<file path="config.mk">
export PLATFORM = sky130hd
export DESIGN_NAME = mem_access_unit
export DESIGN_NICKNAME = d
export VERILOG_FILES = /design/src/rtl/mem_access_unit.sv
export SDC_FILE = /design/constraint.sdc
export NUM_CORES = 1
export LEC_CHECK = 0
export BUFFER_PORTS_ARGS = -buffer_cell sky130_fd_sc_hd__buf_2
export CAP_MARGIN = 20
export CELL_PAD_IN_SITES_DETAIL_PLACEMENT = 1
export CELL_PAD_IN_SITES_GLOBAL_PLACEMENT = 2
export CORE_MARGIN = 10
export CORE_UTILIZATION = 30
export CTS_CLUSTER_DIAMETER = 200
export DETAILED_ROUTE_END_ITERATION = 8
export GPL_TIMING_DRIVEN = 0
export PLACE_DENSITY = 0.82
export REMOVE_ABC_BUFFERS = 1
export SLEW_MARGIN = 20
export SYNTH_ARGS = -nofsm -noshare
export SYNTH_HDL_FRONTEND = slang
export SYNTH_SLANG_ARGS = --single-unit
</file>
<file path="constraint.sdc">
create_clock -name clock -period 1.8 [get_ports clock]
set_clock_uncertainty 0.05 [all_clocks]
set_input_delay 0.54 -clock clock [delete_from_list [all_inputs] [get_ports clock]]
set_output_delay 0.54 -clock clock [all_outputs]
set_load 0.02 [all_outputs]
</file>
<file path="src/rtl/mem_access_unit.sv">
// Load/store sequencer: splits byte/half/word accesses into little-endian byte beats
// on an 8-bit synchronous data memory and reassembles/extends the load result.
module mem_access_unit #(
  parameter int ADDR_W = 8,
  parameter int XLEN   = 32
) (
  input  logic              clock,
  input  logic              reset,
  input  logic              req_valid,
  output logic              req_ready,
  input  logic              req_write,
  input  logic [1:0]        req_size,
  input  logic              req_unsigned,
  input  logic [ADDR_W-1:0] req_addr,
  input  logic [XLEN-1:0]   req_wdata,
  output logic              resp_valid,
  output logic [XLEN-1:0]   resp_rdata,
  output logic              resp_err,
  output logic              MemRead,
  output logic              MemWrite,
  output logic [ADDR_W-1:0] mem_addr,
  output logic [7:0]        mem_wdata,
  input  logic [7:0]        mem_rdata
);

  typedef enum logic [1:0] {IDLE, RD, RD_TAIL, WR} state_t;

  state_t              state_reg, state_next;
  logic [1:0]          size_reg, size_next;
  logic                unsigned_reg, unsigned_next;
  logic [ADDR_W-1:0]   base_reg, base_next;
  logic [XLEN-1:0]     wdata_reg, wdata_next;
  logic [2:0]          beat_reg, beat_next;
  logic [1:0]          cur_idx_reg, cur_idx_next;
  logic                pend_reg, pend_next;
  logic [1:0]          cap_idx_reg, cap_idx_next;
  logic [7:0]          bytes_reg [4];
  logic [7:0]          bytes_next [4];

  logic                req_ready_reg, req_ready_next;
  logic                resp_valid_reg, resp_valid_next;
  logic [XLEN-1:0]     resp_rdata_reg, resp_rdata_next;
  logic                resp_err_reg, resp_err_next;
  logic                mem_read_reg, mem_read_next;
  logic                mem_write_reg, mem_write_next;
  logic [ADDR_W-1:0]   mem_addr_reg, mem_addr_next;
  logic [7:0]          mem_wdata_reg, mem_wdata_next;

  logic                accept, bad_req, fill;

  function automatic logic [2:0] beats(input logic [1:0] sz);
    case (sz)
      2'b00:   beats = 3'd1;
      2'b01:   beats = 3'd2;
      default: beats = 3'd4;
    endcase
  endfunction

  assign accept  = req_valid && req_ready_reg;
  assign bad_req = (req_size == 2'b11) ||
                   (req_size == 2'b01 && req_addr[0]) ||
                   (req_size == 2'b10 && req_addr[1:0] != 2'b00);

  always_comb begin
    state_next      = state_reg;
    size_next       = size_reg;
    unsigned_next   = unsigned_reg;
    base_next       = base_reg;
    wdata_next      = wdata_reg;
    beat_next       = beat_reg;
    cur_idx_next    = cur_idx_reg;
    pend_next       = mem_read_reg;
    cap_idx_next    = cur_idx_reg;
    resp_valid_next = 1'b0;
    resp_rdata_next = '0;
    resp_err_next   = 1'b0;
    mem_read_next   = 1'b0;
    mem_write_next  = 1'b0;
    mem_addr_next   = '0;
    mem_wdata_next  = 8'h00;
    fill            = 1'b0;

    // Read data arrives the cycle after its strobe; file it under the beat that requested it.
    bytes_next = bytes_reg;
    for (int i = 0; i < 4; i++) begin
      if (pend_reg && cap_idx_reg == 2'(i)) bytes_next[i] = mem_rdata;
    end

    case (state_reg)
      IDLE: begin
        if (accept) begin
          size_next     = req_size;
          unsigned_next = req_unsigned;
          base_next     = req_addr;
          wdata_next    = req_wdata;
          if (bad_req) begin
            resp_valid_next = 1'b1;
            resp_err_next   = 1'b1;
          end else begin
            beat_next     = 3'd1;
            cur_idx_next  = 2'd0;
            mem_addr_next = req_addr;
            if (req_write) begin
              mem_write_next = 1'b1;
              mem_wdata_next = req_wdata[7:0];
              state_next     = WR;
            end else begin
              mem_read_next = 1'b1;
              state_next    = RD;
            end
          end
        end
      end
      RD: begin
        if (beat_reg < beats(size_reg)) begin
          mem_read_next = 1'b1;
          mem_addr_next = base_reg + ADDR_W'(beat_reg);
          cur_idx_next  = beat_reg[1:0];
          beat_next     = beat_reg + 3'd1;
        end else begin
          state_next = RD_TAIL;
        end
      end
      RD_TAIL: begin
        state_next      = IDLE;
        resp_valid_next = 1'b1;
        case (size_reg)
          2'b00: begin
            fill            = ~unsigned_reg & bytes_next[0][7];
            resp_rdata_next = {{(XLEN-8){fill}}, bytes_next[0]};
          end
          2'b01: begin
            fill            = ~unsigned_reg & bytes_next[1][7];
            resp_rdata_next = {{(XLEN-16){fill}}, bytes_next[1], bytes_next[0]};
          end
          default: resp_rdata_next = XLEN'({bytes_next[3], bytes_next[2], bytes_next[1], bytes_next[0]});
        endcase
      end
      WR: begin
        if (beat_reg < beats(size_reg)) begin
          mem_write_next = 1'b1;
          mem_addr_next  = base_reg + ADDR_W'(beat_reg);
          mem_wdata_next = 8'(wdata_reg >> {beat_reg[1:0], 3'b000});
          beat_next      = beat_reg + 3'd1;
        end else begin
          state_next      = IDLE;
          resp_valid_next = 1'b1;
        end
      end
      default: state_next = IDLE;
    endcase

    req_ready_next = (state_next == IDLE);
  end

  always_ff @(posedge clock) begin
    if (reset) begin
      state_reg      <= IDLE;
      size_reg       <= 2'b00;
      unsigned_reg   <= 1'b0;
      base_reg       <= '0;
      wdata_reg      <= '0;
      beat_reg       <= 3'd0;
      cur_idx_reg    <= 2'd0;
      pend_reg       <= 1'b0;
      cap_idx_reg    <= 2'd0;
      bytes_reg      <= '{default: 8'h00};
      req_ready_reg  <= 1'b0;
      resp_valid_reg <= 1'b0;
      resp_rdata_reg <= '0;
      resp_err_reg   <= 1'b0;
      mem_read_reg   <= 1'b0;
      mem_write_reg  <= 1'b0;
      mem_addr_reg   <= '0;
      mem_wdata_reg  <= 8'h00;
    end else begin
      state_reg      <= state_next;
      size_reg       <= size_next;
      unsigned_reg   <= unsigned_next;
      base_reg       <= base_next;
      wdata_reg      <= wdata_next;
      beat_reg       <= beat_next;
      cur_idx_reg    <= cur_idx_next;
      pend_reg       <= pend_next;
      cap_idx_reg    <= cap_idx_next;
      bytes_reg      <= bytes_next;
      req_ready_reg  <= req_ready_next;
      resp_valid_reg <= resp_valid_next;
      resp_rdata_reg <= resp_rdata_next;
      resp_err_reg   <= resp_err_next;
      mem_read_reg   <= mem_read_next;
      mem_write_reg  <= mem_write_next;
      mem_addr_reg   <= mem_addr_next;
      mem_wdata_reg  <= mem_wdata_next;
    end
  end

  assign req_ready  = req_ready_reg;
  assign resp_valid = resp_valid_reg;
  assign resp_rdata = resp_rdata_reg;
  assign resp_err   = resp_err_reg;
  assign MemRead    = mem_read_reg;
  assign MemWrite   = mem_write_reg;
  assign mem_addr   = mem_addr_reg;
  assign mem_wdata  = mem_wdata_reg;

endmodule

</file>
; Word-level counts from Yosys, hierarchy flattened
; Cells that the tools add are included.
[totals]
ff_bits = 138
in_bits = 55
out_inout_bits = 53
wordCells = 113
[op_classes]
add_sub_neg = 2
magnitude_cmp = 2
eq_ne = 14
shift = 1
muxes = 47
bitwise_logic = 5
reduce_logical = 21
[op_table]
columns = operator, n
row1 = $mux 8, 12
row2 = $pmux 32 s2, 1
row3 = $shr 32x5->8, 1
row4 = $pmux 8 s3, 1
row5 = $mux 3, 6
row6 = $mux 2, 8
row7 = $pmux 8 s2, 1
row8 = $eq 2x2->1 const B, 6
row9 = $mux 1, 11
row10 = $pmux 3 s3, 1
row11 = $add 8x3->8, 1
row12 = $eq 2x1->1 const B, 4
row13 = $logic_not 2->1, 4
row14 = $ne 2x2->1 const B, 4
row15 = $pmux 2 s4, 1
row16 = $logic_and 1x1->1, 7
row17 = $lt 3x3->1, 2
row18 = $pmux 3 s2, 1
row19 = $reduce_and 5->1, 1
row20 = $pmux 1 s2, 2
row21 = $pmux 2 s2, 1
row22 = $reduce_and 4->1, 1
row23 = $reduce_bool 2->1, 2
row24 = $reduce_or 2->1, 2
row25 = other kinds (7), 11

; Depth between registers and ports, before layout
; Gate-level depths: netlist (run 1).
[depth]
ltp_word = 8
depth_mapped = 9
depth_no_buf = 8

; Worst setup path before layout (run 1)
; Ideal clock, no wire load.
[synth_path]
path_type = register to register
startpoint = reg size_reg[1]
endpoint = reg beat_reg[0]
setup_time_ps = 132
t_arrival_ps = 1819
required_time_ps = 1618
setup_slack_ps = -201
path_stages_with_launch = 9
n_path_buf = 1
synth_period_minus_slack_ps = 2001
cell_sequence = dfxtp_1 -> inv_1 -> ha_1 -> a21o_1 -> or2_0 -> buf_6 -> a211oi_2 -> and3_1 -> nor3_1
[synth_between]
elab_chain_cells = 6
word_cells_on_any_way = 10
cone_classes = order compare (2) / eq/ne (3) / mux (3) / reduce/logical (2)
[synth_lines]
columns = item, line_no
row1 = from (decl), 29  ; logic [1:0] size_reg, size_next;
row2 = from (signal assigned), 178  ; size_reg <= size_next;
row3 = $eq 2x1->1 or $logic_not 2->1 (tied branches), 52  ; case (sz)
row4 = $pmux 3 s2 *, 52
row5 = $mux 3, 89  ; case (state_reg)
row6 = $lt 3x3->1 (on tied branches), "140, 115"
row7 = $ne 2x2->1 (no line), n/a
row8 = $reduce_and 5->1 (no line) *, n/a
row9 = to (signal assigned), 182  ; beat_reg <= beat_next;
row10 = to (decl), 33  ; logic [2:0] beat_reg, beat_next;
; Mark *: on every way between the ends. The rest lies on a longest branch, timed or not. The select of a mux whose other input is x is not followed.
; A chain may end at the register's enable or synchronous reset.

; Worst setup path in the final report (run 1)
[layout_path]
startpoint = reg beat_reg[0]
endpoint = reg beat_reg[0]
[layout_between]
elab_chain_cells = 3
word_cells_on_any_way = 9
cone_classes = add/sub (1) / order compare (2) / eq/ne (2) / mux (3) / reduce/logical (1)
[layout_lines]
columns = item, line_no
row1 = "$add 3x1->3, or another cell as far along", "119, 144"
row2 = "$mux 3, or another cell as far along", 140  ; if (beat_reg < beats(size_reg)) begin
row3 = $pmux 3 s3 or $reduce_and 5->1 (tied branches), n/a
; Several ways; a longest one is shown, not always the timed one. The select of a mux whose other input is x is not followed.

==> flow_metrics.tcl, run 1 <==
set metrics [dict create \
    gp_congestion 0.793 \
    rsz0062_at_grt "yes" \
    drcViolationCount 0 \
    finalPower_uw 7550 \
    setup_slack_ns -0.0755 \
    grt_overflow_total 0 \
    ys_types 50 \
    syn-cell-area_um2 5280 \
    worstPathRequired_ns 2.02 \
    critPathLaunchType "flop" \
    fmax_mhz 533 \
    clkTransAtPathRegs_ns 0.06 \
    cts_max_level 4 \
    port_buffers 107 \
    clkLatencyLatePin_ns 0.42 \
    ys_seq_area_frac 0.524 \
    area_delta_synth_final_pct 36.8 \
    cts_sinks 138 \
    hold_start "req_wdata[19]" \
    cts-root-buf "clkbuf_16" \
    finalCritPeriodShare 1.04 \
    failed_checks "negative setup slack" \
    place_ws_ns -1.05 \
    dpl.hpwl_um 10900 \
    p_per_area_nw_per_um2 1050 \
    die_y_um 153 \
    numCtsBuffers 17 \
    multi_input_area_um2 2630 \
    timing.critical_path.arrival_ns 2.10 \
    grt_pass1_vias 4899 \
    r2r-end "beat_reg[0]" \
    start_util 0.305 \
    grt_use_total 0.138 \
    worstHoldEndpoint "wdata_reg[19]" \
    outcome "finished with violations" \
    cts_tree "done" \
    synth_flop_cell "dfxtp_1" \
    regToRegSetupSlack_ns -0.08 \
    drive_above_1_share 0.347 \
    cap_violations 0 \
    rows 48 \
    fin_crit_ns 1.88 \
    nFillCells 1974 \
    nNetsFinal 754 \
    slew_violations 0 \
    setup_viol 4 \
    p_leak_uw 0.00306 \
    dp_cells 862 \
    cp_max_fo 5 \
    grt_antenna_before_repair 3 \
    slew_headroom 0.545 \
    vias_per_cell 4.84 \
    detail_route.iter0.violations 181 \
    async_flop_share 0 \
    vdd_drop_max_mv 0.679 \
    worstMarginPinSlew_ns 0.682 \
    ant_nets 0 \
    num_vias 4479 \
    instances_no_fill 926 \
    wirelength_um 16800 \
    min_path_type "input port to flop" \
    core_um2 17300 \
    synth.avg_cell_area_um2 9.44 \
    hold_depth 3 \
    io-pin-count 108 \
    grt_max_degree 57 \
    die_w_um 153 \
    cts_buffer_depth 2 \
    hold_viol 0 \
    synth_cells 559 \
    synth-edff-count 0 \
    reg2regPathDepth 6 \
    r2r-start "beat_reg[0]" \
    dr.pass1.iters 4 \
    synth_seq_cells 138 \
    yosys_warnings 0 \
    path_class "flop to flop" \
    route.detailed.wl_per_inst_um 18.1 \
    grt_pass1_wl_um 26000 \
    endpoint_kind "flop" \
    seq_area_um2 2790 \
    fp.dieArea_um2 23300 \
]
-- logic make-up after synthesis --
logic type | count (synthesis) | synth area share
fa+ha+maj | 12 | 0.0299
compound gates | 105 | 0.122
mux | 41 | 0.0975
xor+xnor | 6 | 0.00996
simple gates | 217 | 0.185
flops | 138 | 0.524
buf+inv | 40 | 0.0318
-- report_power, final --
group          switching (uW)  leakage, uW  internal [uW]
logic                     442      0.00164            318
clock network            1320     0.000298           2280
registers                56.7      0.00112           3130
total                    1820      0.00306           5730
-- area by class of cell --
| type | count | area share |
|---|---|---|
| flip-flops and latches | 138 | 0.386 |
| inverters | 7 | 0.00399 |
| well taps | 225 | 0.0390 |
| repair buffers | 141 | 0.121 |
| diodes | 1 | 0.000347 |
| clock buffers | 20 | 0.0647 |
| clock inverters | 12 | 0.0203 |
| multi-input cells | 382 | 0.364 |
-- metrics by stage --
step	cell area (um^2)	setup TNS, ns	hold WS [ns]	util
CTS	7010	-0.0554	0.295	0.405
global route	7220	-0.953	0.303	0.417
detailed placement	6040	-41.78	0.398	0.349
floorplan	5130	-36.80	0.377	-
global placement	5950	-147.77	0.391	0.344
finish	7220	-0.251	0.312	0.417
-- placed cells by master, fill, tap and decap left out, types with 3 or more instances in the layout --
master      netlist  layout
dfxtp_1         138     131
buf_2             4     106
nand2_1          98      95
nor2_1           68      63
a21oi_1          50      48
mux2i_1          32      31
buf_4             1      23
o21ai_0          22      17
clkbuf_16         0      17
o21a_1            9       9
mux4_2            8       8
buf_6             1       8
and2_1            8       7
nand3_1           9       7
inv_1             7       6
nand4_1           6       6
a22oi_2           0       6
dfxtp_4           0       6
xnor2_1           5       5
a22oi_1          11       5
ha_1             11       5
clkinv_2          0       5
nor2_2            0       4
nor2b_1           6       4
ha_4              0       4
o21ai_2           0       3
or2_2             3       3
nand3_4           0       3
nor3_1            4       3
clkbuf_8          0       3
bufinv_16         0       3
clkinvlp_4        0       3
-- critical path, cell delays in order (launching register included) --
cell	delay (ns)
dfxtp_4	0.36
buf_6	0.12
o311a_4	0.40
or2_4	0.30
a211oi_4	0.26
and3_1	0.19
nor3_1	0.04
-- Yosys cell counts, types with 2 or more instances --
library cell / instances / area, um^2
xnor2_1: 5 / 43.8
mux2i_1: 32 / 320
buf_2: 4 / 20.0
a21o_1: 3 / 22.5
a21oi_1: 50 / 250
buf_1: 5 / 18.8
o21a_1: 9 / 67.6
nand3_1: 9 / 45.0
nor3_1: 4 / 20.0
and2_1: 8 / 50.1
nand3b_1: 2 / 15.0
o21ai_0: 22 / 110
clkbuf_1: 21 / 78.8
nor3b_1: 2 / 15.0
nand4_1: 6 / 37.5
dfxtp_1: 138 / 2760
a22oi_1: 11 / 82.6
nand2_1: 98 / 368
nor2b_1: 6 / 37.5
mux4_2: 8 / 180
and3_1: 2 / 12.5
or2_2: 3 / 18.8
ha_1: 11 / 138
nor2_1: 68 / 255
inv_1: 7 / 26.3
-- layer usage --
layer,up-vias,track usage,wire length (um),share of wire
li1,2153,-,-,-
met1,2198,0.155,7120,0.43
met2,105,0.236,8410,0.50
met3,21,0.0508,949,0.057
met4,2,0.0445,266,0.016
met5,-,0,7,0.00042
-- worst max path at each step --
stage	from	to	slack (ns)
final	beat_reg[0]	beat_reg[0]	-0.08
after CTS	beat_reg[0]	beat_reg[0]	-0.04
after global routing	size_reg[1]	state_reg[1]	-0.13
after detailed placement	state_reg[1]	resp_rdata[25]	-1.05
after floorplan	state_reg[0]	mem_wdata[0]	-0.89
after global placement	state_reg[0]	mem_wdata[4]	-2.26
-- what timing repair did --
| item | CTS | global route |
|---|---|---|
| setup endpoints to repair | 83 | 63 |
| gates resized for setup | 43 | 42 |
| cloned | 1 | 1 |
| pin swaps | 13 | 23 |
| buffers inserted | 25 | 5 |
| hold buffers | 0 | 0 |
Note: power is estimated with default switching activity, not from simulation.
==> inputs of run 2 (changes only) <==
--- a/config.mk
+++ b/config.mk
@@ -11,12 +11,12 @@
 export CELL_PAD_IN_SITES_GLOBAL_PLACEMENT = 2
 export CORE_MARGIN = 10
 export CORE_UTILIZATION = 30
-export CTS_CLUSTER_DIAMETER = 200
 export DETAILED_ROUTE_END_ITERATION = 8
 export GPL_TIMING_DRIVEN = 0
+export MAX_ROUTING_LAYER = met4
 export PLACE_DENSITY = 0.82
 export REMOVE_ABC_BUFFERS = 1
-export SLEW_MARGIN = 20
+export SLEW_MARGIN = 40
 export SYNTH_ARGS = -nofsm -noshare
 export SYNTH_HDL_FRONTEND = slang
 export SYNTH_SLANG_ARGS = --single-unit
==> flow_metrics.tcl, run 2 (same netlist as run 1, synthesis figures left out) <==
set metrics [dict create \
    nFillCells 1984 \
    hold_buffers 0 \
    min_path_type "input port to flop" \
    hold_viol 0 \
    route.detailed.wl_per_inst_um 17.5 \
    grt_pass1_wl_um 25400 \
    p_per_area_nw_per_um2 1040 \
    slew_headroom 0.573 \
    slew_violations 0 \
    vias_per_cell 4.84 \
    grt_antenna_before_repair 3 \
    die_y_um 153 \
    dr.pass1.iters 4 \
    reg2regPathDepth 6 \
    dp_cells 862 \
    r2r-end "beat_reg[0]" \
    cts_buffer_depth 2 \
    gp_congestion 0.804 \
    drcViolationCount 0 \
    port_buffers 107 \
    final_cell_mix "dfxtp_1 (132), buf_2 (106), nand2_1 (95), nor2_1 (66), a21oi_1 (48)" \
    clkLatencyLatePin_ns 0.43 \
    finalCritPeriodShare 1.04 \
    clkTransAtPathRegs_ns 0.06 \
    r2r-start "beat_reg[0]" \
    numCtsBuffers 17 \
    cts_sinks 138 \
    timing.critical_path.arrival_ns 2.12 \
    io-pin-count 108 \
    ant_nets 0 \
    endpoint_kind "flop" \
    grt_pass1_vias 4795 \
    area_delta_synth_final_pct 32.6 \
    drive_above_1_share 0.322 \
    path_cells "buf_8 -> o311a_4 -> or2_4 -> a211oi_4 -> and3_1 -> nor3_1" \
    cts-root-buf "clkbuf_16" \
    path_class "flop to flop" \
    cts_max_level 4 \
    instances_no_fill 922 \
    grt_max_degree 74 \
    core_um2 17300 \
    dpl.hpwl_um 10700 \
    outcome "finished with violations" \
    fp.dieArea_um2 23300 \
    grt_overflow_total 0 \
    cp_max_fo 5 \
    startpoint "beat_reg[0]" \
    setup_slack_ns -0.0731 \
    slowest_stage "o311a_4" \
    setup-tns-final_ns -0.157 \
    hold_start "req_wdata[19]" \
    die_w_um 153 \
    rsz0062_at_grt "yes" \
    post-route-util 0.404 \
    start_util 0.305 \
    worstHoldEndpoint "wdata_reg[19]" \
    regToRegSetupSlack_ns -0.07 \
    worstPathRequired_ns 2.05 \
    worstMarginPinSlew_ns 0.639 \
    fin_crit_ns 1.87 \
    nNetsFinal 747 \
    setup_viol 5 \
    critPathLaunchType "flop" \
    fmax_mhz 534 \
    detail_route.iter0.violations 224 \
    final_common_cell "dfxtp_1" \
    p_leak_uw 0.00300 \
    rows 48 \
    cts_tree "done" \
    num_vias 4460 \
    vdd_drop_max_mv 0.672 \
    crit_path_max_incr_delay_ns 0.39 \
    wirelength_um 16100 \
    failed_checks "negative setup slack" \
    hold_depth 3 \
    cap_violations 0 \
    grt_use_total 0.137 \
]
## run 2: cell types whose count changed in the layout (fill, tap and decap cells not counted), sizes merged
cell,delta
and3,+1
bufinv,-1
clkinv,+2
diode,+3
buf,-7
nand3,-1
clkbuf,-1
## run 2: timing repair
action	CTS	global route
setup endpoints to repair	95	86
pin swaps	5	14
setup buffers	16	7
hold endpoints to repair	0	0
cloned	0	1
resized for setup	27	26
## run 2: critical path, delay by kind of cell (launching register included)
family,cells,cell delay (ns)
DFF,1,0.37
and+or+nand+nor,3,0.54
buffers and inverters,1,0.12
AOI/OAI and AO/OA,2,0.67
## run 2: metrics by stage
step	instance area [um^2]	hold WS (ns)	setup slack [ns]	total power [uW]
finish	6990	0.302	-0.0731	7300
global route	6990	0.299	-0.118	7620
global placement	5950	0.391	-2.26	3810
CTS	6830	0.290	-0.0852	7340
floorplan	5130	0.377	-0.893	3580
detailed placement	6040	0.399	-1.00	3860
## run 2: final cells by class
class,count,area (um^2),share of cell area
Tap cell,225,282,0.0403
Clock inverter,13,126,0.0181
Timing Repair Buffer,134,788,0.113
Multi-Input combinational cell,382,2530,0.362
Clock buffer,19,453,0.0648
Sequential cell,138,2780,0.397
Antenna cell,4,10.0,0.00143
Inverter,7,26.3,0.00376
## run 2: where the power goes
part           switching, uW  internal, uW  total (uW)
clock network           1300          2090        3390
logic                    420           296         716
registers               57.8          3140        3190
total                   1780          5520        7300
## run 2: layer usage
layer  vias to the layer above  GRT usage  part of all wire
met3                        10     0.0409             0.046
met5                         -          -                 0
met1                      2200      0.157              0.44
li1                       2144          -                 -
met2                       106      0.224              0.50
met4                         0     0.0472            0.0078
## run 2: how the worst max path moves through the flow
| stage | depth (start not counted) | end |
|---|---|---|
| after global placement | 7 | mem_wdata[4] |
| final | 6 | beat_reg[0] |
| after global routing | 6 | beat_reg[0] |
| after CTS | 5 | mem_addr[6] |
| after floorplan | 7 | mem_wdata[0] |
| after detailed placement | 4 | resp_rdata[25] |
